==> src/rtl/mem_access_ctrl.sv <==
// Initiator-side controller for the 64-bit byte-addressed, little-endian data memory port.
// Serves one load or store at a time: range check, sub-word load extension and read-modify-write stores.
module mem_access_ctrl #(
  parameter int unsigned MEM_BYTES = 256
) (
  input  logic        clk,
  input  logic        rst_n,
  input  logic        req_valid,
  output logic        req_ready,
  input  logic        req_we,
  input  logic [1:0]  req_size,
  input  logic        req_unsigned,
  input  logic [63:0] req_adr,
  input  logic [63:0] req_wdata,
  output logic        resp_valid,
  output logic [63:0] resp_rdata,
  output logic        resp_err,
  output logic [63:0] mem_adr,
  output logic [63:0] mem_datain,
  output logic        mem_w,
  output logic        mem_r,
  input  logic [63:0] mem_dataout
);

  typedef enum logic [2:0] {
    S_IDLE,
    S_LOAD,
    S_RMW_RD,
    S_WRITE,
    S_RESP
  } state_e;

  state_e      state_q;
  logic [63:0] adr_q;
  logic [63:0] wdata_q;
  logic [1:0]  size_q;
  logic        uns_q;
  logic        resp_valid_q;
  logic [63:0] resp_rdata_q;
  logic        resp_err_q;

  logic [3:0]  req_nbytes;
  logic [64:0] req_end;
  logic        req_err;

  // NOTE: every signal assigned in always_comb gets a default first, so no path can infer a latch.
  always_comb begin
    req_nbytes = 4'd1;
    case (req_size)
      2'b01:   req_nbytes = 4'd2;
      2'b10:   req_nbytes = 4'd4;
      2'b11:   req_nbytes = 4'd8;
      default: req_nbytes = 4'd1;
    endcase
  end

  // 65-bit sum so an address that wraps past 2^64 is still flagged as out of range.
  assign req_end = {1'b0, req_adr} + {61'b0, req_nbytes};
  assign req_err = req_end > 65'(MEM_BYTES);

  function automatic logic [63:0] extend(input logic [1:0] size, input logic uns,
                                         input logic [63:0] d);
    case (size)
      2'b00:   return uns ? {56'b0, d[7:0]}  : {{56{d[7]}},  d[7:0]};
      2'b01:   return uns ? {48'b0, d[15:0]} : {{48{d[15]}}, d[15:0]};
      2'b10:   return uns ? {32'b0, d[31:0]} : {{32{d[31]}}, d[31:0]};
      default: return d;
    endcase
  endfunction

  // Only the low bytes change; the rest of the memory word is written back as read.
  function automatic logic [63:0] merge(input logic [1:0] size, input logic [63:0] dout,
                                        input logic [63:0] wd);
    case (size)
      2'b00:   return {dout[63:8],  wd[7:0]};
      2'b01:   return {dout[63:16], wd[15:0]};
      2'b10:   return {dout[63:32], wd[31:0]};
      default: return wd;
    endcase
  endfunction

  // NOTE: sequential state uses non-blocking assignments only, so every register samples pre-edge values.
  always_ff @(posedge clk or negedge rst_n) begin
    if (!rst_n) begin
      state_q      <= S_IDLE;
      adr_q        <= '0;
      wdata_q      <= '0;
      size_q       <= '0;
      uns_q        <= 1'b0;
      resp_valid_q <= 1'b0;
      resp_rdata_q <= '0;
      resp_err_q   <= 1'b0;
    end else begin
      resp_valid_q <= 1'b0;
      resp_rdata_q <= '0;
      resp_err_q   <= 1'b0;
      case (state_q)
        S_IDLE: begin
          if (req_valid) begin
            adr_q   <= req_adr;
            wdata_q <= req_wdata;
            size_q  <= req_size;
            uns_q   <= req_unsigned;
            if (req_err) begin
              state_q      <= S_RESP;
              resp_valid_q <= 1'b1;
              resp_err_q   <= 1'b1;
            end else if (!req_we) begin
              state_q <= S_LOAD;
            end else if (req_size == 2'b11) begin
              state_q <= S_WRITE;
            end else begin
              state_q <= S_RMW_RD;
            end
          end
        end
        S_LOAD: begin
          resp_rdata_q <= extend(size_q, uns_q, mem_dataout);
          resp_valid_q <= 1'b1;
          state_q      <= S_RESP;
        end
        S_RMW_RD: begin
          wdata_q <= merge(size_q, mem_dataout, wdata_q);
          state_q <= S_WRITE;
        end
        S_WRITE: begin
          resp_valid_q <= 1'b1;
          state_q      <= S_RESP;
        end
        S_RESP:  state_q <= S_IDLE;
        default: state_q <= S_IDLE;
      endcase
    end
  end

  // Memory strobes decode from state alone, so reset removes mem_w before the next edge.
  assign req_ready  = (state_q == S_IDLE);
  assign mem_adr    = adr_q;
  assign mem_r      = (state_q == S_LOAD) || (state_q == S_RMW_RD);
  assign mem_w      = (state_q == S_WRITE);
  assign mem_datain = (state_q == S_WRITE) ? wdata_q : 64'd0;

  assign resp_valid = resp_valid_q;
  assign resp_rdata = resp_rdata_q;
  assign resp_err   = resp_err_q;

endmodule

==> config.mk <==
export PLATFORM = sky130hd
export DESIGN_NAME = mem_access_ctrl
export DESIGN_NICKNAME = d
export VERILOG_FILES = /design/src/rtl/mem_access_ctrl.sv
export SDC_FILE = /design/constraint.sdc
export NUM_CORES = 1
export LEC_CHECK = 0
export CAP_MARGIN = 15
export CORE_UTILIZATION = 45
export CTS_CLUSTER_SIZE = 20
export DETAILED_ROUTE_END_ITERATION = 16
export PLACE_DENSITY = 0.82
export SLEW_MARGIN = 30
export SYNTH_ARGS = -nofsm -noshare
export SYNTH_HDL_FRONTEND = slang
export SYNTH_SLANG_ARGS = --single-unit
==> constraint.sdc <==
create_clock -name clk -period 3.1 [get_ports clk]
set_input_delay 0.31 -clock clk [delete_from_list [all_inputs] [get_ports clk]]
set_output_delay 0.31 -clock clk [all_outputs]
set_load 0.02 [all_outputs]
Yosys cells after proc, flatten, opt, wreduce, memory -nomap -nowiden
Cells that the tools add are included.

Register bits after elaboration: 200. Output and inout port bits: 197.

Add/subtract/negate cells: 1. Magnitude comparators: 1. Equal/unequal tests: 14. Multiplexer cells: 19. Bitwise operators: 1. Reductions and logical operators: 10.

Operators with widths (count): $mux 64 (6); $pmux 64 s3 (2); $pmux 64 s2 (1); $add 64x4->65 (1); $gt 65x9->1 const B (1); $pmux 4 s3 (1); $pmux 3 s3 (1); $eq 2x2->1 const B (3); $eq 3x2->1 const B (2); $mux 3 (2); $ne 2x2->1 const B (3); $reduce_and 3->1 (2); $reduce_and 5->1 (1); $eq 2x1->1 const B (2); $mux 1 (4); $ne 4x1->1 const B (1); $reduce_and 4->1 (1); $eq 3x1->1 const B (1); $logic_not 3->1 (1); $ne 3x1->1 const B (1); $logic_not 2->1 (1); $mux 2 (1); $ne 2x1->1 const B (1); $pmux 1 s2 (1); 5 further kinds (5).

Longest topological paths before layout
Gate-level depths: netlist of the first run.

Depth after elaboration: 7. Gate-level depth with buffers: 12. Mapped depth without buffers: 11.

Worst setup path before layout of the first run
Ideal clock, no wire load.

Path type: input-to-reg. From: input req_size[1]. To: register resp_err_q (netlist: resp_err). Setup time: 0.136 ns. Data arrival time: 2.773 ns. Required time: 2.964 ns. Slack: 0.191 ns. Stages: 12. Path buffers: 1. Cell sequence: nor2_1 -> ha_1 -> fa_1 -> nand3_1 -> a21oi_1 -> and4_1 -> buf_4 -> mux2_2 -> a211o_1 -> nor4b_2 -> and4_1 -> a31oi_1.

Word-level cells in the longest chain between the ends: 7. Elaborated cells between the ends (all ways): 9. Classes of those cells: 1 x add/sub; 1 x order compare; 3 x eq/ne; 4 x mux.

RTL lines: start, declared (line 11) `input logic [1:0] req_size,`; $eq 2x2->1 or $eq 2x1->1 (tied branches) (line 49) `case (req_size)`; $pmux 4 s3 (*) (line 49); $add 64x4->65 (*) (line 58) `assign req_end = {1'b0, req_adr} + {61'b0, req_nbytes};`; $gt 65x9->1 (*) (line 59) `assign req_err = req_end > 65'(MEM_BYTES);`; $mux 1 (*) (line 104) `if (req_err) begin`; $mux 1 (*) (line 99) `if (req_valid) begin`; $mux 1 (*) (line 97) `case (state_q)`; end signal, assigned (line 92) `resp_err_q <= 1'b0;`; end signal, assigned (line 96) `resp_err_q <= 1'b0;`; end signal, assigned (line 107) `resp_err_q <= 1'b1;`; end, declared (line 40) `logic resp_err_q;`.

Every way passes the cells marked *; elsewhere a longest branch is shown, timed or not. A chain may end at the register's enable or synchronous reset.

Final worst setup path of the first run
From: input req_size[0]. To: register resp_err_q (netlist: resp_err).

The elaborated chain is that of the path after synthesis.

==> impl_metrics.tcl, run 1 <==
set metrics [dict create \
    grt_pass1_wl_um 58500 \
    clock_sinks 200 \
    fmax_mhz 336 \
    ys_seq_area_share_pct 48.8 \
    hold_viol 0 \
    drc 0 \
    layout_common_cells "clkdlybuf4s50_1, nand2_1, dfrtp_1, buf_4, o21ai_0" \
    fin_nets 1797 \
    dieHeight_um 153 \
    synthesis.nets 1354 \
    synthesis.area_um2 10300 \
    portBuffers 395 \
    multiInputGateArea_um2 4970 \
    cp_data_required_time_ns 3.39 \
    grt_use_total_pct 32.0 \
    first_iter_violations 735 \
    synth_edf_count 0 \
    antenna_found_initial 0 \
    final_common_cell "clkdlybuf4s50_1" \
    dr.pass1.iters 5 \
    io_pins 396 \
    cts_inserted_buffers 17 \
    grt_overflow 0 \
    pre_cts_ws_ns -0.494 \
    cts_tree "done" \
    postRouteAntennaNets 0 \
    path_clk_slew_ns 0.08 \
    cp_max_fo 6 \
    grt_max_degree 92 \
    wl_per_cell_um 19.6 \
    maxSlewHeadroom_pct 48.3 \
    viasPerCell 5.59 \
    fin_skew_ns 0.0164 \
    routed_wl_um 37100 \
    synthesis.instances 1150 \
    status "complete, no violations" \
    slew_violations 0 \
    synthDistinctLibCells 70 \
    gp_congestion 0.936 \
    top_usage_layer "met2" \
    crit_path_end_kind "flop" \
    rows 54 \
    post-place-cells 1852 \
    die_x_um 153 \
    crit_type "in -> reg" \
    nFillCells 1692 \
    setup-violations-final 0 \
    layout-drive-gt1-share_pct 11.0 \
    leakagePower_uw 0.00701 \
    power.density_nw_per_um2 416 \
    clk_path_buf_depth 2 \
    n_antenna_cell 0 \
    yosys_warnings 0 \
    synth-async-reset-ratio_pct 100 \
    final_cells 1886 \
    drv_cap 0 \
    hold_path.class "in -> reg" \
    synth_ff_type "dfrtp_1" \
    cts_htree_levels 4 \
    regArea_um2 5010 \
    arrival_ns 3.27 \
    syn_area_per_cell_um2 8.92 \
    period_share_pct 96.1 \
    syn_to_final_growth_pct 54.0 \
    synth-seq-cells 200 \
    hpwl_um 27900 \
    fin_ws_ns 0.120 \
    fin_tns_setup_ns 0 \
    grtUsageMet2_pct 53.6 \
    fin_total_pwr_uw 6570 \
    met1_usage_pct 39.9 \
    worst-slew-pin-transition_ns 0.775 \
    peakVddDrop_v 0.000324 \
    vias 10500 \
    insertion_delay_ns 0.44 \
    start_kind "input pin" \
    die-area_um2 23400 \
    grtUsageMet3_pct 7.09 \
    grt_pass1_vias 10400 \
    cts-root-buf "clkbuf_16" \
    core_um2 22100 \
    period_needed_ns 2.98 \
    initial_core_util_pct 46.4 \
]
final timing paths:
check,start,end,slack (ns),cells after the start
min in group asynchronous,rst_n,mem_adr[45]$_DFFE_PN0P_,0.49,2
hold / removal,req_size[1],size_q[1]$_DFFE_PN0P_,0.37,4
max in group asynchronous,rst_n,wdata_q[21]$_DFFE_PN0P_,1.76,3
setup reg to reg,state_q[2]$_DFFE_PN0P_,wdata_q[44]$_DFFE_PN0P_,0.90,6
hold reg to reg,wdata_q[53]$_DFFE_PN0P_,wdata_q[53]$_DFFE_PN0P_,0.47,2
setup / recovery,req_size[0],resp_err$_DFF_PN0_,0.12,13
logic make-up after synthesis:
logic type / share of synthesized area, %
DFF: 48.8
buffers and inverters: 3.45
muxes: 6.36
xor gates and xnor gates: 1.03
and+or+nand+nor: 27.5
AOI/OAI and AO/OA: 12.1
adders and majority gates: 0.683
flip-flops by register name, indices dropped and copies added, names as in the netlist:
signal      flops
resp_valid      1
uns_q           1
state_q         3
wdata_q        64
resp_err        1
mem_adr        64
size_q          2
resp_rdata     64
power breakdown:
group | switching, µW | internal (µW) | total [µW]
registers | 124 | 2830 | 2960
clock network | 1130 | 1110 | 2240
logic | 729 | 651 | 1380
timing repair:
item,CTS,global route
buffers inserted,0,1
endpoints found under the hold margin,45,0
gates resized for setup,1,8
endpoints found under the setup margin,3,5
hold buffers,1,0
pin swaps,0,3
worst max-delay path: stages:
cell,delay (ns)
clkdlybuf4s50_1,0.54
nor2_1,0.07
ha_1,0.21
fa_1,0.43
nand3_1,0.15
a21oi_2,0.09
and4_1,0.23
buf_4,0.17
a311oi_1,0.28
a31oi_1,0.10
nor4b_2,0.31
and4_1,0.28
a31oi_1,0.09
cells in the mapped netlist (6+ instances only):
library cell    n  area share, %
a21oi_1        37            1.8
a31oi_1         7           0.43
and2_1         16           0.98
and3_1         73            4.5
and4_1          8           0.68
buf_2           6           0.29
clkbuf_1       65            2.4
dfrtp_1       200             49
inv_1           9           0.33
mux2i_1        64            6.2
nand2_1       318             12
nand3_1        31            1.5
nand4_1        23            1.4
nor2_1         32            1.2
nor2b_1         6           0.37
nor3_1         17           0.83
nor4_1         10           0.61
o21a_1         33            2.4
o21ai_0        83            4.1
or3_1           6           0.37
xnor2_1         6           0.51
xor2_1          6           0.51
per-layer routing:
metal	vias up	part of all wire, %
met1	5078	40
met5	-	0
met4	0	3.7
met3	77	7.5
met2	501	49
li1	4887	-
stage by stage:
step	util, %	hold slack, ns	instance area (µm²)
global route	71.5	0.406	15800
detailed placement	68.5	0.430	15100
floorplan	-	0.0144	10300
CTS	71.3	0.388	15800
finish	71.5	0.368	15800
global placement	68.5	0.434	15100
final cells by class:
cell class	instances	area share, %
sequential	200	31.7
multi-input combinational	862	31.5
timing repair buffer	503	30.6
clock buffer	19	2.81
tap	280	2.22
clock inverter	13	0.975
inverter	9	0.214
No activity file was read; power rests on OpenSTA's default activity.
==> run 2, diff against run 1 <==
CELL_PAD_IN_SITES_DETAIL_PLACEMENT = 2   (was default)
CELL_PAD_IN_SITES_GLOBAL_PLACEMENT = 2   (was default)
CORE_UTILIZATION = 23   (was 45)
CTS_BUF_LIST = sky130_fd_sc_hd__clkbuf_8   (was default)
PLACE_DENSITY = default   (was 0.82)
PLACE_DENSITY_LB_ADDON = 0.1   (was default)
clock period = 2.7 ns   (was 3.1 ns; I/O delays follow)
==> impl_metrics.tcl, run 2 (synthesis gave the netlist of run 1 again) <==
set metrics [dict create \
    path_depth 11 \
    grt_pass1_wl_um 73000 \
    initial_core_util_pct 23.5 \
    leakagePower_uw 0.00735 \
    cts-root-buf "clkbuf_8" \
    vias 10800 \
    first_iter_violations 421 \
    final_util_pct 38.1 \
    power.density_nw_per_um2 429 \
    maxSlewHeadroom_pct 58.1 \
    io_pins 396 \
    fin_skew_ns 0.0146 \
    hold_path.class "in -> reg" \
    cts_htree_levels 4 \
    portBuffers 395 \
    timing.rr.end "wdata_q[50]$_DFFE_PN0P_" \
    critPathCapture "state_q[1]$_DFFE_PN0P_" \
    pre_cts_ws_ns -0.894 \
    p_switching_uw 2300 \
    hpwl_um 37100 \
    swShare_pct 32.3 \
    grt_overflow 0 \
    crit_path_end_kind "flop" \
    worst-slew-pin-transition_ns 0.628 \
    r2r-start "state_q[2]$_DFFE_PN0P_" \
    setup-violations-final 0 \
    fmax_mhz 383 \
    clkPwrFrac_pct 28.6 \
    fin_total_pwr_uw 7120 \
    final_common_cell "clkdlybuf4s50_1" \
    seq_power_share_pct 47.7 \
    nFillCells 4857 \
    fin_ws_ns 0.0862 \
    routed_wl_um 48200 \
    status "complete, no violations" \
    period_needed_ns 2.61 \
    dieHeight_um 213 \
    p_comb_share_pct 23.7 \
    grt_max_degree 73 \
    final_cells 2264 \
    path_delay_family "simple AND/OR/NAND/NOR gates" \
    rrSetupSlack_ns 0.70 \
    hold_viol 0 \
    die_x_um 213 \
    postRouteAntennaNets 0 \
    arrival_ns 3.11 \
    grt_use_total_pct 21.6 \
    wl_per_cell_um 21.3 \
    critPathBufInv 1 \
    slew_violations 0 \
    cts_inserted_buffers 17 \
    syn_to_final_growth_pct 61.8 \
    rsz0062_at_grt "no" \
    core_um2 43600 \
    insertion_delay_ns 0.58 \
    viasPerCell 4.76 \
    startpoint "req_adr[0]" \
    worstPathCellList "clkdlybuf4s50_1 -> ha_2 -> fa_2 -> and3_4 -> o21ai_4 -> or4_4 -> or3_1 -> a22oi_2 -> and4b_4 -> o2111ai_1 -> o21ai_1" \
    cp_data_required_time_ns 3.20 \
    hold_ws_ns 0.103 \
    fin_nets 1867 \
    grt_pass1_vias 11900 \
    layout-drive-gt1-share_pct 15.2 \
    layout_common_cells "clkdlybuf4s50_1, nand2_1, dfrtp_1, buf_4, o21ai_0" \
    cp_max_fo 5 \
    clock_sinks 200 \
    period_share_pct 96.8 \
    rows 76 \
    crit_type "in -> reg" \
    antenna_found_initial 4 \
    start_kind "input pin" \
    slowest_stage "or4_4" \
    drc 0 \
    path_clk_slew_ns 0.10 \
    gp_congestion 0.838 \
    clk_path_buf_depth 2 \
    die-area_um2 45400 \
    reg2reg_depth 6 \
    drv_cap 0 \
    dr.pass1.iters 4 \
    slowest_delay_ns 0.53 \
    internal-power_uw 4820 \
    peakVddDrop_v 0.000341 \
    cts_tree "done" \
    post-place-cells 2227 \
]
[run 2: timing repair]
action                     in CTS  in global routing
pin swaps                       2                  5
hold buffers                    1                  0
setup buffers                   0                  1
hold endpoints to repair       69                  0
setup endpoints to repair       8                 10
resized for setup              14                 13
[run 2: metal layers]
layer	wire (µm)	GRT usage (%)
met1	20200	26.0
met2	24500	38.1
met3	2490	4.63
met4	979	7.39
met5	15	0
[run 2: layout make-up]
cell class	instances	area [µm²]	area share, %
clock buffer	18	248	1.49
timing repair buffer	573	5380	32.5
antenna	3	7.51	0.0453
inverter	9	33.8	0.204
multi-input combinational	862	5040	30.4
tap	585	732	4.41
clock inverter	14	136	0.822
sequential	200	5010	30.2
[run 2: worst min path at each step]
stage	from	to	slack (ns)	cells after the start
2_1_floorplan	rst_n	mem_adr[0]$_DFFE_PN0P_	-0.03	0
3_3_place_gp	rst_n	wdata_q[19]$_DFFE_PN0P_	0.30	1
3_5_place_dp	rst_n	wdata_q[19]$_DFFE_PN0P_	0.29	1
4_1_cts	req_size[0]	size_q[0]$_DFFE_PN0P_	0.12	4
5_1_grt	req_adr[1]	mem_adr[1]$_DFFE_PN0P_	0.09	3
6_report	req_adr[1]	mem_adr[1]$_DFFE_PN0P_	0.10	3
[run 2: power by group through the flow]
| stage | combinational (µW) | clock, µW | sequential (µW) |
|---|---|---|---|
| 3_5_place_dp | 1700 | 0 | 3450 |
| 6_report | 1690 | 2040 | 3390 |
| 3_3_place_gp | 1660 | 0 | 3440 |
| 2_1_floorplan | 479 | 0 | 3580 |
| 5_1_grt | 1850 | 2250 | 3430 |
| 4_1_cts | 1720 | 2170 | 3400 |
[run 2: per-stage QoR]
step           instance area [µm²]  setup TNS (ns)
3_3_place_gp                 16100           -3.96
5_1_grt                      16600               0
4_1_cts                      16500               0
2_1_floorplan                10300               0
6_report                     16600               0
3_5_place_dp                 16100           -4.26
[run 2: worst min-delay path, cell delays in order]
cell and delay [ns]:
dlymetal6s2s_1 0.22, nand2_1 0.10, nand2_1 0.05
==> run 3, diff against run 2 <==
PLACE_DENSITY = 0.79   (was default)
PLACE_DENSITY_LB_ADDON = default   (was 0.1)
==> impl_metrics.tcl, run 3 (synthesis gave the netlist of run 1 again) <==
set metrics [dict create \
    antenna_found_initial 3 \
    path_clk_slew_ns 0.13 \
    fmax_mhz 382 \
    dpl-instance-area_um2 16000 \
    die-area_um2 45400 \
    post-place-cells 2216 \
    reg2reg_depth 6 \
    grt_pass1_wl_um 73500 \
    hold_start "req_adr[0]" \
    period_share_pct 96.9 \
    p_comb_share_pct 23.8 \
    routed_wl_um 49600 \
    layout-drive-gt1-share_pct 15.4 \
    hold_depth 3 \
    r2r-start "state_q[2]$_DFFE_PN0P_" \
    seq_power_share_pct 47.7 \
    vias 10900 \
    grt_max_degree 76 \
    first_iter_violations 440 \
    peakVddDrop_v 0.000265 \
    grt_use_total_pct 21.5 \
    io_pins 396 \
    pre_cts_ws_ns -0.877 \
    viasPerCell 4.82 \
    initial_core_util_pct 23.5 \
    postRouteAntennaNets 0 \
    slew_violations 0 \
    cts_htree_levels 4 \
    cts_tree "done" \
    hold_viol 0 \
    dr.pass1.iters 4 \
    hold_path.class "in -> reg" \
    cts_inserted_buffers 17 \
    maxSlewHeadroom_pct 53.4 \
    period_needed_ns 2.62 \
    wl_per_cell_um 22.0 \
    hpwl_um 38100 \
    cts-root-buf "clkbuf_8" \
    fin_skew_ns 0.0241 \
    hold_end "mem_adr[0]$_DFFE_PN0P_" \
    clk_path_buf_depth 2 \
    final_area_um2 16600 \
    drc 0 \
    timing.rr.end "wdata_q[43]$_DFFE_PN0P_" \
    core_um2 43600 \
    internal-power_uw 4830 \
    startpoint "req_adr[2]" \
    setup-violations-final 0 \
    grt_pass1_vias 12200 \
    gp_congestion 0.855 \
    layout_common_cells "clkdlybuf4s50_1, nand2_1, dfrtp_1, buf_4, o21ai_0" \
    rows 76 \
    worst-slew-pin-transition_ns 0.698 \
    start_kind "input pin" \
    p_switching_uw 2320 \
    cp_data_required_time_ns 3.18 \
    leakagePower_uw 0.00729 \
    drv_cap 0 \
    swShare_pct 32.5 \
    fin_ws_ns 0.0843 \
    clock_sinks 200 \
    crit_type "in -> reg" \
    hold_ws_ns 0.0765 \
    insertion_delay_ns 0.55 \
    status "complete, no violations" \
    portBuffers 395 \
    cp_max_fo 9 \
    arrival_ns 3.10 \
    final_cells 2259 \
    die_x_um 213 \
    nFillCells 4831 \
    grt_overflow 0 \
    dieHeight_um 213 \
    crit_path_end_kind "flop" \
    clkPwrFrac_pct 28.5 \
    rrSetupSlack_ns 0.45 \
    power.density_nw_per_um2 431 \
    final_common_cell "clkdlybuf4s50_1" \
    fin_nets 1863 \
    syn_to_final_growth_pct 62.0 \
]
[run 3: per-layer routing]
| layer | up-vias | GRT usage (%) | part of all wire, % | wire length [µm] |
|---|---|---|---|---|
| met5 | - | 0 | 0 | 0 |
| li1 | 5001 | - | - | - |
| met4 | 0 | 9.90 | 3.3 | 1640 |
| met2 | 333 | 38.4 | 51 | 25200 |
| met3 | 70 | 5.27 | 6.2 | 3070 |
| met1 | 5481 | 24.0 | 40 | 19700 |
[run 3: how the worst max path moves through the flow]
stage | end | depth (start not counted)
finish | state_q[1]$_DFFE_PN0P_ | 10
global route | state_q[1]$_DFFE_PN0P_ | 10
CTS | state_q[1]$_DFFE_PN0P_ | 11
detailed placement | state_q[2]$_DFFE_PN0P_ | 13
global placement | state_q[2]$_DFFE_PN0P_ | 12
floorplan | resp_err$_DFF_PN0_ | 12
[run 3: final cells by class]
| type | instances | area [µm²] | share of cell area (%) |
|---|---|---|---|
| sequential | 200 | 5010 | 30.1 |
| clock inverter | 13 | 123 | 0.738 |
| timing repair buffer | 569 | 5380 | 32.4 |
| clock buffer | 19 | 262 | 1.57 |
| antenna | 2 | 5.00 | 0.0301 |
| inverter | 9 | 33.8 | 0.203 |
| multi-input combinational | 862 | 5070 | 30.5 |
| tap | 585 | 732 | 4.41 |
[run 3: per-stage QoR]
step           power (µW)  utilization [%]  setup TNS (ns)
2_1_floorplan        4060                -               0
3_3_place_gp         5080             36.8           -3.29
3_5_place_dp         5160             36.8           -4.16
4_1_cts              7260             37.9               0
5_1_grt              7490             38.1        -0.00741
6_report             7160             38.1               0
[run 3: timing repair]
action,in CTS,in global routing
hold buffers,1,0
resized for setup,15,15
setup endpoints to repair,44,6
hold endpoints to repair,64,0
setup buffers,6,2
pin swaps,4,5
[run 3: worst max-delay path, stage by stage]
cell	delay (ns)
clkdlybuf4s50_1	0.46
ha_1	0.44
and3_4	0.25
o21ai_4	0.11
or4_4	0.54
or3_1	0.33
a22oi_2	0.15
and4b_4	0.28
o2111ai_1	0.13
o21ai_1	0.13
[run 3: power by group through the flow]
stage | logic [µW] | clock network (µW) | registers [µW]
after global routing | 1840 | 2200 | 3440
after global placement | 1630 | 0 | 3450
after CTS | 1710 | 2130 | 3410
after detailed placement | 1690 | 0 | 3470
after floorplan | 479 | 0 | 3580
final | 1700 | 2040 | 3410
